## config.mk

```make
export PLATFORM = sky130hd
export DESIGN_NAME = freq_prescaler
export DESIGN_NICKNAME = d
export VERILOG_FILES = /design/src/rtl/freq_prescaler.sv
export SDC_FILE = /design/constraint.sdc
export NUM_CORES = 1
export LEC_CHECK = 0
export CAP_MARGIN = 25
export CELL_PAD_IN_SITES_DETAIL_PLACEMENT = 0
export CELL_PAD_IN_SITES_GLOBAL_PLACEMENT = 1
export CORE_MARGIN = 1
export CORE_UTILIZATION = 44
export DETAILED_ROUTE_END_ITERATION = 16
export GPL_ROUTABILITY_DRIVEN = 0
export PLACE_DENSITY_LB_ADDON = 0.1
export SETUP_SLACK_MARGIN = 0.1
export SYNTH_ARGS = -nofsm -noshare
export SYNTH_HDL_FRONTEND = slang
export SYNTH_SLANG_ARGS = --single-unit
```

## constraint.sdc

```tcl
create_clock -name clk -period 2.3 [get_ports clk]
set_clock_uncertainty 0.15 [all_clocks]
set_input_delay 0.23 -clock clk [delete_from_list [all_inputs] [get_ports clk]]
set_output_delay 0.23 -clock clk [all_outputs]
set_load 0.05 [all_outputs]
```

## src/rtl/freq_prescaler.sv

```systemverilog
// Multi-decade input prescaler: synchronises signal, counts its rising edges
// through STAGES divide-by-RATIO counters and emits the decade chosen by range.
module freq_prescaler #(
  parameter int unsigned RATIO   = 10,
  parameter int unsigned STAGES  = 3,
  parameter int unsigned CNT_W   = 4,
  parameter int unsigned RANGE_W = 2
) (
  input  logic               clk,
  input  logic               reset,
  input  logic               signal,
  input  logic [RANGE_W-1:0] range,
  output logic               new_signal,
  output logic               tick,
  output logic               valid
);

  localparam int unsigned        SEL_N   = 2 ** RANGE_W;
  localparam logic [CNT_W-1:0]   CNT_MAX = CNT_W'(RATIO - 1);
  localparam logic [RANGE_W-1:0] EFF_MAX = RANGE_W'(STAGES);

  logic               s1_q, s2_q, s3_q;
  logic [RANGE_W-1:0] range_q;
  logic               new_signal_q, new_signal_d;
  logic               tick_q, tick_d;
  logic               valid_q, valid_d;

  logic [RANGE_W-1:0] eff_c;
  logic               chg_c;
  logic               edge_c;
  logic [STAGES-1:0]  at_max_c;
  logic [STAGES:0]    stage_in_c;
  logic [SEL_N-1:0]   sel_vec_c;
  logic               sel_c;

  // Range clamp, change detect and input edge
  assign eff_c  = (range > EFF_MAX) ? EFF_MAX : range;
  assign chg_c  = (eff_c != range_q);
  assign edge_c = s2_q & ~s3_q;

  // Edges arriving in a range-change cycle are dropped
  assign stage_in_c[0] = edge_c & ~chg_c;

  for (genvar g = 0; g < STAGES; g++) begin : g_stage
    logic [CNT_W-1:0] cnt_q, cnt_d;

    assign at_max_c[g]     = (cnt_q == CNT_MAX);
    // Carry computed from the AND of lower stages so the ripple is flat
    assign stage_in_c[g+1] = stage_in_c[0] & (&at_max_c[g:0]);

    always_comb begin
      cnt_d = cnt_q;
      if (chg_c) begin
        cnt_d = '0;
      end else if (stage_in_c[g]) begin
        cnt_d = at_max_c[g] ? '0 : cnt_q + CNT_W'(1);
      end
    end

    always_ff @(posedge clk or posedge reset) begin
      if (reset) cnt_q <= '0;
      else       cnt_q <= cnt_d;
    end
  end

  assign sel_vec_c = SEL_N'(stage_in_c);
  assign sel_c     = sel_vec_c[eff_c];

  // Output next-state
  always_comb begin
    tick_d       = 1'b0;
    valid_d      = valid_q;
    new_signal_d = new_signal_q;
    if (chg_c) begin
      valid_d      = 1'b0;
      new_signal_d = 1'b0;
    end else begin
      tick_d  = sel_c;
      valid_d = valid_q | sel_c;
      if (eff_c == '0)  new_signal_d = s2_q;
      else if (sel_c)   new_signal_d = ~new_signal_q;
    end
  end

  always_ff @(posedge clk or posedge reset) begin
    if (reset) begin
      s1_q         <= 1'b0;
      s2_q         <= 1'b0;
      s3_q         <= 1'b0;
      range_q      <= '0;
      new_signal_q <= 1'b0;
      tick_q       <= 1'b0;
      valid_q      <= 1'b0;
    end else begin
      s1_q         <= signal;
      s2_q         <= s1_q;
      s3_q         <= s2_q;
      range_q      <= eff_c;
      new_signal_q <= new_signal_d;
      tick_q       <= tick_d;
      valid_q      <= valid_d;
    end
  end

  assign new_signal = new_signal_q;
  assign tick       = tick_q;
  assign valid      = valid_q;

endmodule

```

# Word level (Yosys, flattened, before mapping)
# Index checks and enable logic that the tools add are counted.
# Widths: inputs -> output; s select.
# totals
romBits	0
in_bits	5
register_bits	20
latch_bits	0
out_inout_bits	3
mem_bits_rw	0
elab_cells	52
memories	0
# classes
n_reduce_logical	7
n_eq_ne	4
bitwise	9
shifts	0
magnitude_cmp	2
mux	17
div	0
addsub	3
multipliers	0
# op_table
op	count
$mux 4	9
$add 4x1->4 const B	3
$eq 4x4->1 const B	3
$mux 1	6
$reduce_bool 2->1	3
$and 1x1->1	5
$lt 2x3->1 const B	1
$not 1->1	3
$reduce_and 3->1	1
$reduce_bool 3->1	1
$bmux 1 s2	1
$gt 2x2->1 const B	1
$logic_not 2->1	1
$mux 2	1
$ne 2x2->1	1
$reduce_and 2->1	1
$or 1x1->1	1

# Depth between registers and ports, before layout
# depth
word_depth	11
ltp_mapped	7
mapped_depth_nobuf	6

# Least setup slack after synthesis
# No wires, ideal clock.
# synth_timing
path_kind	register to register
startpoint	register g_stage[0].cnt_q[1]
endpoint	register g_stage[2].cnt_q[0]
stages_incl_launch_ff	8
period_less_slack_ns	1.657
setup_slack_ns	0.643
path_buffers	1
arrival_ns	1.430
setup_time_ns	0.077
t_required_ns	2.073
cell_sequence	dfrtp_1 -> inv_1 -> ha_1 -> and3b_1 -> buf_6 -> nand3_4 -> or3_1 -> a21oi_1
# synth_between
elab_chain_len	4
# synth_rtl
item	line	source
from (decl)	45	logic [CNT_W-1:0] cnt_q, cnt_d;
from (signal assigned)	62	else cnt_q <= cnt_d;
$eq 4x4->1	47	assign at_max_c[g] = (cnt_q == CNT_MAX);
$reduce_and 2->1	49	assign stage_in_c[g+1] = stage_in_c[0] & (&at_max_c[g:0]);
$and 1x1->1	49	
$reduce_bool 2->1 (no source line)	--	
to (signal assigned)	62	
to (decl)	45	
# No other way between the ends.
# A chain may end at the register's enable or synchronous reset.

# Final worst setup path
# layout_timing
startpoint	register new_signal_q, in the netlist new_signal
endpoint	output new_signal
# layout_rtl
item	line	source
from (decl)	24	logic new_signal_q, new_signal_d;
from (signal assigned)	99	new_signal_q <= new_signal_d;
to (decl)	13	output logic new_signal,
# No word-level cell between the ends.

==> impl_metrics.csv <==
group,metric,value,unit
status,status,"completed",
die,die_h,50.5,µm
global_route,grt_pass1_wl,3260,µm
clocking,cts_buffers,3,
critical_path,cpLargestDelayFamily,"buffers and inverters",
drt,remaining_drc_errors,0,
timing,rsz0062_at_grt,"false",
final_layout,nets,124,
power_and_ir_drop,total_power,704,µW
clocking,postCtsSetupRepairBufs,0,
die,initial_core_util,0.467,
drt,finalWirelength,1770,µm
global_route,grt_max_degree,21,
synthesis,syn_area,1030,µm²
clocking,clk_pin_slew,0.11,ns
synthesis,yosys-top-cells-area,"dfrtp_1 48%, ha_1 7.3%, a21oi_1 4.8%",
global_route,overflow,0,
clocking,clock_sinks,20,
synthesis,netlist.area_leader.share,0.484,
drt,viasPerCell,5.38,
final_layout,finalInstanceArea,1170,µm²
global_route,grt_util_all_layers,0.175,
run,cap_violations,0,
synthesis,synth_ff_type,"dfrtp_1",
drt,drt_pass1_iterations,4,
final_layout,post-route-util,0.531,
clocking,cts_tree,"done",
timing,tightest_slew,0.488,ns
critical_path,startpoint_type,"register",
final_layout,syn_to_final_growth,13.7,%
critical_path,path_buf_inv,1,
synthesis,synthesis.nets,115,
global_route,antenna_found_initial,0,
placed_design,io_buffers,7,
synthesis,synth_edf_count,0,
drt,first_iter_violations,9,
timing,setup_ws,0.434,ns
final_layout,n_antenna_cell,0,
power_and_ir_drop,power_density,599,nW/µm²
clocking,htreeDepth,1,
power_and_ir_drop,vdd_ir_drop_max,0.412,mV
synthesis,synth.avg_cell_area,9.94,µm²
final_layout,layout-drive-gt1-share,0.0982,
critical_path,cp_slowest_stage_delay,0.80,ns
worst_hold_path,worstHoldPathType,"input port to asynchronous set/reset pin",
final_layout,final_cell_mix,"20 x dfrtp_1, 10 x a21oi_1, 10 x nor2_1",
clocking,clk_path_buf_depth,2,
die,die_area,2550,µm²
synthesis,synth_cell_types,32,
critical_path,crit_required,1.92,ns
synthesis,synth_seq_cells,20,
clocking,postCtsHoldBufs,0,
placed_design,dpl_worst_slack,0.408,ns
critical_path,critical_path.endpoint_type,"output port",
critical_path,cp_slowest_cell,"clkdlybuf4s50_1",
clocking,cts_resized,0,
die,row_count,17,
placed_design,place_area,1120,µm²
die,core_area,2210,µm²
synthesis,async_reset_ff_frac,1.00,
critical_path,crit_path_cell_trace,"clkdlybuf4s50_1",
die,ios,8,
synthesis,synth_warnings,0,
clocking,insertion_delay,0.30,ns
drt,vias,753,
drt,ant_nets,0,
timing,hold_viol_final,0,
synthesis,ys_seq_area_frac,0.484,
power_and_ir_drop,p_leak,0.522,nW
timing,fin_crit_sh,0.811,
clocking,cts_root_buf,"clkbuf_4",
timing,slew_violations,0,
timing,setup_viol,0,
drt,wire_per_inst,12.6,µm
synthesis,synth_cells,104,
critical_path,critPathArrivalTime,1.49,ns
critical_path,crit_path_max_fanout,2,
final_layout,stdcell_count,140,
critical_path,rrSetupSlack,0.45,ns
critical_path,critical_path_class,"register to output port",
placed_design,placed_cells,136,
synthesis,synth_largest_area_cell,"dfrtp_1",
timing,tns,0,ns
timing,slew_headroom,0.674,
final_layout,layout_commonest_cell,"dfrtp_1",
timing,hold_slack,0.0820,ns
die,die_x,50.5,µm
timing,fin_crit,1.87,ns
global_route,grt_pass1_vias,741,
timing,max_freq,536,MHz
[worst min-delay path: stages]
cell             delay, ns
clkdlybuf4s50_1       0.39
inv_1                 0.05
buf_4                 0.25
[Yosys cell counts, types with 2 or more instances]
cell and number:
inv_1 6, or3_1 4, or2_2 2, a21oi_1 10
o21ai_0 3, nand3b_1 2, a311oi_1 2, nor3_1 3
nor4_1 2, nand2_1 7, nand3_1 4, ha_1 6
nor2_1 10, mux2i_1 2, nand4_1 2, xor2_1 2
and3b_1 2, dfrtp_1 20, clkbuf_1 2
[cells by family (layout without fill, tap and decap cells)]
group,count (synthesis),count (layout),synth area share
DFF,20,20,0.484
buffers and inverters,10,18,0.0448
xor gates and xnor gates,2,2,0.0170
AOI/OAI and AO/OA,19,19,0.114
and+or+nand+nor,45,45,0.248
muxes,2,2,0.0194
adders and majority gates,6,6,0.0726
[registers in the layout, summed over array words and instances, names as in the netlist]
signal / flops
new_signal: 1
valid: 1
g_stage.cnt_q: 12
tick: 1
s1_q: 1
s2_q: 1
s3_q: 1
range_q: 2
[worst paths after layout]
check | from | end | depth (start not counted)
setup / recovery | new_signal | new_signal | 1
hold / removal | reset | g_stage[0].cnt_q[2] | 3
setup reg to reg | g_stage[0].cnt_q[1] | g_stage[1].cnt_q[3] | 6
hold reg to reg | s1_q | s2_q | 0
max in group asynchronous | reset | g_stage[1].cnt_q[2] | 3
min in group clk | signal | s1_q | 1
[layer usage]
layer | vias to the layer above | GRT usage | routed length, µm
met5 | - | 0 | 0
met3 | 4 | 0.0364 | 28
met1 | 362 | 0.216 | 887
met2 | 6 | 0.284 | 811
li1 | 381 | - | -
met4 | 0 | 0.0972 | 38
[where the power goes]
part           internal [mW]  switching [mW]
Clock                  0.176           0.111
Sequential             0.358         0.00443
Combinational         0.0198          0.0343
[final cells by class]
| class | instances | area [µm²] |
|---|---|---|
| fill | 218 | 1040 |
| inverter | 6 | 22.5 |
| clock buffer | 3 | 22.5 |
| clock inverter | 1 | 30.0 |
| tap | 28 | 35.0 |
| timing repair buffer | 8 | 77.6 |
| multi-input combinational | 74 | 487 |
| sequential | 20 | 500 |
(Power assumes the default switching activity.)
